$ cat src/rtl/tia_phase_pkg.sv
// Shared types and widths for the TIA two-phase strobe generator.
package tia_phase_pkg;

  localparam int PHASE_W = 3;
  localparam int COUNT_W = 8;

  typedef enum logic [PHASE_W-1:0] {
    ST_IDLE = 3'd0,
    ST_P1   = 3'd1,
    ST_GAP1 = 3'd2,
    ST_P2   = 3'd3,
    ST_GAP2 = 3'd4
  } phase_t;

endpackage

$ cat src/rtl/tia_phase_gen_if.sv
// Control and strobe bundle between the phase generator and its user.
interface tia_phase_gen_if;
  import tia_phase_pkg::*;

  logic               run;
  logic               resync;
  logic               s1;
  logic               s2;
  logic [PHASE_W-1:0] phase;
  logic               sync_ack;
  logic [COUNT_W-1:0] cyc_count;
  logic               busy;

  modport master (
    output run, resync,
    input  s1, s2, phase, sync_ack, cyc_count, busy
  );

  modport slave (
    input  run, resync,
    output s1, s2, phase, sync_ack, cyc_count, busy
  );

endinterface

$ cat src/rtl/tia_phase_gen.sv
// Two-phase (s1/s2) strobe generator for the D1/D2 latch chains.
// Define TIA_PHASE_GAP_EN to insert GAP1 between P1 and P2 (period 4 instead of 3).
module tia_phase_gen
  import tia_phase_pkg::*;
(
  input  logic            clk,
  input  logic            reset_n,
  tia_phase_gen_if.slave  bus
);

  phase_t             state;
  phase_t             next_state;
  logic               s1_q;
  logic               s2_q;
  logic               sync_ack_q;
  logic               busy_q;
  logic [COUNT_W-1:0] cyc_count_q;

  // Resync wins over the normal sequence in every state except IDLE.
  always_comb begin
    next_state = state;
    if (state != ST_IDLE && bus.resync) begin
      next_state = ST_GAP2;
    end else begin
      case (state)
        ST_IDLE: next_state = bus.run ? ST_P1 : ST_IDLE;
`ifdef TIA_PHASE_GAP_EN
        ST_P1:   next_state = ST_GAP1;
`else
        ST_P1:   next_state = ST_P2;
`endif
        ST_GAP1: next_state = ST_P2;
        ST_P2:   next_state = ST_GAP2;
        ST_GAP2: next_state = bus.run ? ST_P1 : ST_IDLE;
        default: next_state = ST_IDLE;
      endcase
    end
  end

  // Strobes are decoded from the next state so they line up with the state register.
  always_ff @(posedge clk) begin
    if (!reset_n) begin
      state       <= ST_IDLE;
      s1_q        <= 1'b0;
      s2_q        <= 1'b0;
      sync_ack_q  <= 1'b0;
      busy_q      <= 1'b0;
      cyc_count_q <= '0;
    end else begin
      state      <= next_state;
      s1_q       <= (next_state == ST_P1);
      s2_q       <= (next_state == ST_P2);
      busy_q     <= (next_state != ST_IDLE);
      sync_ack_q <= (state != ST_IDLE) && bus.resync;
      if (state == ST_P2) begin
        cyc_count_q <= cyc_count_q + COUNT_W'(1);
      end
    end
  end

  assign bus.phase     = state;
  assign bus.s1        = s1_q;
  assign bus.s2        = s2_q;
  assign bus.sync_ack  = sync_ack_q;
  assign bus.busy      = busy_q;
  assign bus.cyc_count = cyc_count_q;

endmodule

$ cat src/flat_wrapper.sv
// flat-port wrapper written by rule: the top's interface ports become plain ports
module tia_phase_gen_flat import tia_phase_pkg::*;
  (clk, reset_n, bus_run, bus_resync, bus_s1, bus_s2, bus_phase, bus_sync_ack, bus_cyc_count, bus_busy);
  tia_phase_gen_if bus_i ();
  input  logic clk;
  input  logic reset_n;
  input wire logic [$bits(bus_i.run)-1:0] bus_run;
  input wire logic [$bits(bus_i.resync)-1:0] bus_resync;
  output wire logic [$bits(bus_i.s1)-1:0] bus_s1;
  output wire logic [$bits(bus_i.s2)-1:0] bus_s2;
  output wire logic [$bits(bus_i.phase)-1:0] bus_phase;
  output wire logic [$bits(bus_i.sync_ack)-1:0] bus_sync_ack;
  output wire logic [$bits(bus_i.cyc_count)-1:0] bus_cyc_count;
  output wire logic [$bits(bus_i.busy)-1:0] bus_busy;
  assign bus_i.run = bus_run;
  assign bus_i.resync = bus_resync;
  assign bus_s1 = bus_i.s1;
  assign bus_s2 = bus_i.s2;
  assign bus_phase = bus_i.phase;
  assign bus_sync_ack = bus_i.sync_ack;
  assign bus_cyc_count = bus_i.cyc_count;
  assign bus_busy = bus_i.busy;
  tia_phase_gen u_core (.clk(clk), .reset_n(reset_n), .bus(bus_i));
endmodule
$ cat config.mk
export PLATFORM = sky130hd
export DESIGN_NAME = tia_phase_gen_flat
export DESIGN_NICKNAME = d
export VERILOG_FILES = /design/src/rtl/tia_phase_pkg.sv /design/src/rtl/tia_phase_gen_if.sv /design/src/rtl/tia_phase_gen.sv /design/src/flat_wrapper.sv
export SDC_FILE = /design/constraint.sdc
export NUM_CORES = 1
export LEC_CHECK = 0
export CAP_MARGIN = 40
export CORE_MARGIN = 2
export CORE_UTILIZATION = 30
export CTS_CLUSTER_SIZE = 20
export DETAILED_ROUTE_END_ITERATION = 6
export MAX_ROUTING_LAYER = met4
export PLACE_DENSITY = 0.61
export SKIP_CTS_REPAIR_TIMING = 1
export SLEW_MARGIN = 20
export SYNTH_ARGS = -nofsm -noshare
export SYNTH_HDL_FRONTEND = slang
export SYNTH_SLANG_ARGS = --single-unit
$ cat constraint.sdc
create_clock -name clk -period 1.3 [get_ports clk]
set_input_delay 0.26 -clock clk [delete_from_list [all_inputs] [get_ports clk]]
set_output_delay 0.26 -clock clk [all_outputs]
set_load 0.02 [all_outputs]
==> results summary <==
TritonCTS built the clock tree. Traced cell by cell, the critical path runs through buf_4, nand4_1, nor3_2, xor2_1, and2_1. In the routed design, unresolved DRC markers number 0. The total grt overflow came out at 0.

The clock latency at the later pin of the worst-skew pair came out at 0.28 ns. For this block, the routed nets add up to 1.363 mm of wire. The largest incremental delay on the critical path is 0.39 ns.

The worst-path cell with the longest stage delay is sky130_fd_sc_hd__dfxtp_1. The number of enable-type register cells in the synthesized netlist came out at 0. The worst register-to-register path ends at u_core.bus.cyc_count[7]$_SDFFE_PN0P_. Counting flops and latches in the post-synthesis netlist gives 15. The global-route total usage across every layer is 11.20%.

The relative slew slack is 77.66%. The count of vias placed by the detailed router is 578. The worst flop-to-flop path startpoint is u_core.bus.cyc_count[0]$_SDFFE_PN0P_. The final antenna-violating net count came out at 0. The post-CTS clock slew at the launch and capture registers of the worst setup and hold paths came out at 0.09 ns. The library cell occupying the most area in the post-synthesis netlist is sky130_fd_sc_hd__dfxtp_1. The maximum net fanout on the critical path is 4. The starting DRC count in detailed routing is 1.

The cell count after synthesis came out at 69. The run finished with clean final reports. Entering global routing, the biggest net connects 16 pins.

The total nets after synthesis came out at 74. The number of global-route vias before repair came out at 534. The number of top-level pins is 19. In this run the standard cell core region covers 0.002148 mm². After synthesis, flip-flops and latches occupy 44.94% of the total area. In the final layout, flip-flops and latches occupy 305.3 µm².

The final standard cell count with taps included and fillers excluded came out at 129. Counting instances in the post-synthesis netlist gives the leading cell types as sky130_fd_sc_hd__dfxtp_1 (15), sky130_fd_sc_hd__nand2_1 (8), sky130_fd_sc_hd__o21ai_0 (6). IR analysis of the VDD net gives a maximum drop of 886.1 µV. Timing would allow up to 809.9 MHz. The routability congestion estimate is 0.7175.

The number of antenna diodes came out at 0. The wire length of the first global-routing pass is 2.173 mm. The final net count came out at 107. The initial antenna violation count is 0.

STA classifies the critical path startpoint as a flop. The number of placed instances, taps included, is 125. The final number of setup-violating endpoints is 0. Among all cell types in the netlist, the one instantiated most often is sky130_fd_sc_hd__dfxtp_1. The slew at the pin closest to its max-slew limit came out at 0.3305 ns.

The arrival time at the worst endpoint came out at 1.41 ns. The root buffer cell is sky130_fd_sc_hd__clkbuf_4. The number of instances on the worst hold path is 2.

From synthesis to final layout, the design area changed by 53.75%. The cell leakage power came out at 0.6962 nW. The worst setup path is of the reg -> reg kind. The number of vias per cell after detailed routing is 4.481.

The cell area that synthesis handed to floorplanning was 668.1 µm². The row count is 17. The post-route netlist has 21.78% of its cells at a drive strength greater than 1. The final worst clock skew is 0.006097 ns. The type of the most critical hold path is reg -> reg. The startpoint identified for the worst hold timing path is u_core.bus.cyc_count[1]$_SDFFE_PN0P_. The most used flip-flop cell after synthesis is sky130_fd_sc_hd__dfxtp_1.

The cell area power density came out at 870.0 mW/mm². Synthesis instantiated 25 different standard cells from the library. The count of buffers added on input and output ports is 18. The TritonCTS buffer count is 3. A synthesized cell averages 9.683 µm². The type of destination of the critical path is a flop. The level count of the clock H-tree came out at 1. The minimum clock period after layout came out at 1.235 ns. The floorplan die area is 0.002620 mm². The vertical die dimension came out at 51.19 µm. The final routed wire length divided by cell count came out at 10.57 µm. STA puts the critical path data required time at 1.47 ns. The clock net sink count is 15. The post-route clock period utilization is 94.98%.

The share of Yosys cell area claimed by the top area cell type came out at 44.94%. The number of warning messages in the yosys log is 0. The total chip power is 893.7 µW. The initial utilization of the core area, before any placement, comes to 31.10%. Counting the fill cells in the layout gives 206. The first TritonRoute pass finished after 4 iterations.

The max-slew violation count is 0. The share of async-settable or async-resettable flops after synthesis is 0%. By area the synthesized netlist is led by sky130_fd_sc_hd__dfxtp_1 (45%), sky130_fd_sc_hd__and2_1 (4.7%), sky130_fd_sc_hd__o21ai_0 (4.5%), sky130_fd_sc_hd__nand2_1 (4.5%), sky130_fd_sc_hd__xor2_1 (3.9%). From left edge to right edge, the die measures 51.19 µm. The number of cells on the worst reg-to-reg path is 5. The number of hold violations in the final report came out at 0. Summing all multi-input logic gate instances after layout gives 345.3 µm².

The number of maximum-capacitance violations came out at 0. Across all hold checks on the routed design, the worst slack comes to 0.5067 ns. The setup check on the worst reg-to-reg path leaves a slack of 0.07 ns.

Detailed placement finished with a half-perimeter wire length of 980.9 µm. The worst hold endpoint is u_core.bus.cyc_count[1]$_SDFFE_PN0P_. The buffer levels on the longest clock path came out at 2.
-- critical path, delay by kind of cell, from the launching register on --
kind / cells / cell delay (ns)
DFF: 1 / 0.39
and+or+nand+nor: 3 / 0.52
buffers and inverters: 1 / 0.13
xor gates and xnor gates: 1 / 0.08
-- where the power goes --
group / switching [mW] / internal, mW / total, mW / leakage [nW]
logic: 0.0701 / 0.0754 / 0.146 / 0.558
registers: 0.00914 / 0.476 / 0.485 / 0.123
clock network: 0.144 / 0.119 / 0.263 / 0.0150
total: 0.223 / 0.670 / 0.894 / 0.696
-- placed cells by master (no fill, tap or decap), types with 2 or more instances in the layout --
| cell | count |
|---|---|
| sky130_fd_sc_hd__a21boi_1 | 3 |
| sky130_fd_sc_hd__nor3_2 | 2 |
| sky130_fd_sc_hd__o21ai_0 | 6 |
| sky130_fd_sc_hd__xor2_1 | 3 |
| sky130_fd_sc_hd__xnor2_1 | 2 |
| sky130_fd_sc_hd__dlymetal6s2s_1 | 15 |
| sky130_fd_sc_hd__a21boi_0 | 2 |
| sky130_fd_sc_hd__clkbuf_4 | 3 |
| sky130_fd_sc_hd__and2_1 | 5 |
| sky130_fd_sc_hd__and3_1 | 3 |
| sky130_fd_sc_hd__nand2_1 | 8 |
| sky130_fd_sc_hd__nand3_1 | 2 |
| sky130_fd_sc_hd__clkdlybuf4s50_1 | 3 |
| sky130_fd_sc_hd__buf_4 | 13 |
| sky130_fd_sc_hd__nor2_1 | 2 |
| sky130_fd_sc_hd__o21a_1 | 2 |
| sky130_fd_sc_hd__dfxtp_1 | 13 |
| sky130_fd_sc_hd__or3_1 | 3 |
-- logic make-up after synthesis --
logic type	synth area share [%]
buf+inv	3.371
xor+xnor	6.556
compound gates	14.79
simple gates	28.47
fa+ha+maj	1.872
flops	44.94
-- worst max path at each step --
| stage | startpoint | to | slack, ns | depth (start not counted) |
|---|---|---|---|---|
| 5_1_grt | u_core.bus.cyc_count[0]$_SDFFE_PN0P_ | u_core.bus.cyc_count[7]$_SDFFE_PN0P_ | -0.02 | 5 |
| 6_report | u_core.bus.cyc_count[0]$_SDFFE_PN0P_ | u_core.bus.cyc_count[7]$_SDFFE_PN0P_ | 0.07 | 5 |
| 2_1_floorplan | u_core.bus.phase[0]$_SDFF_PN0_ | u_core.bus.cyc_count[3]$_SDFFE_PN0P_ | 0.002 | 4 |
| 3_3_place_gp | bus_resync | u_core.bus.phase[0]$_SDFF_PN0_ | 0.02 | 5 |
| 4_1_cts | u_core.bus.phase[0]$_SDFF_PN0_ | bus_phase[0] | -0.30 | 1 |
| 3_5_place_dp | bus_resync | u_core.bus.phase[0]$_SDFF_PN0_ | -0.05 | 5 |
-- routing by layer --
layer  part of all wire (%)  vias up  track usage [%]
li1                       -      303                -
met1                     47      260            13.33
met2                     48       15            19.05
met3                    4.8        0            4.386
met4                      0        0                0
met5                      0        -                -
-- state kept, by name, summed over array words and instances, names as in the netlist --
signal	flops
u_core.bus.cyc_count	8
u_core.bus.phase	3
u_core.bus.busy	1
u_core.bus.s1	1
u_core.bus.s2	1
u_core.bus.sync_ack	1
-- area by class of cell --
class	instances	share of cell area, %
Sequential cell	15	29.72
Timing Repair Buffer	31	30.69
Multi-Input combinational cell	51	33.62
Tap cell	28	3.410
Clock buffer	4	2.558
-- per-stage QoR --
stage | util, % | cell area [µm²] | setup TNS (ns) | worst slack, ns
detailed placement | 44.61 | 958.4 | -0.04941 | -0.04941
CTS | 45.84 | 984.7 | -3.130 | -0.2955
floorplan | - | 668.1 | 0 | 0.002266
global placement | 44.61 | 958.4 | 0 | 0.01804
global route | 47.82 | 1027 | -0.02712 | -0.02021
finish | 47.82 | 1027 | 0 | 0.06531
(Power assumes the default switching activity.)
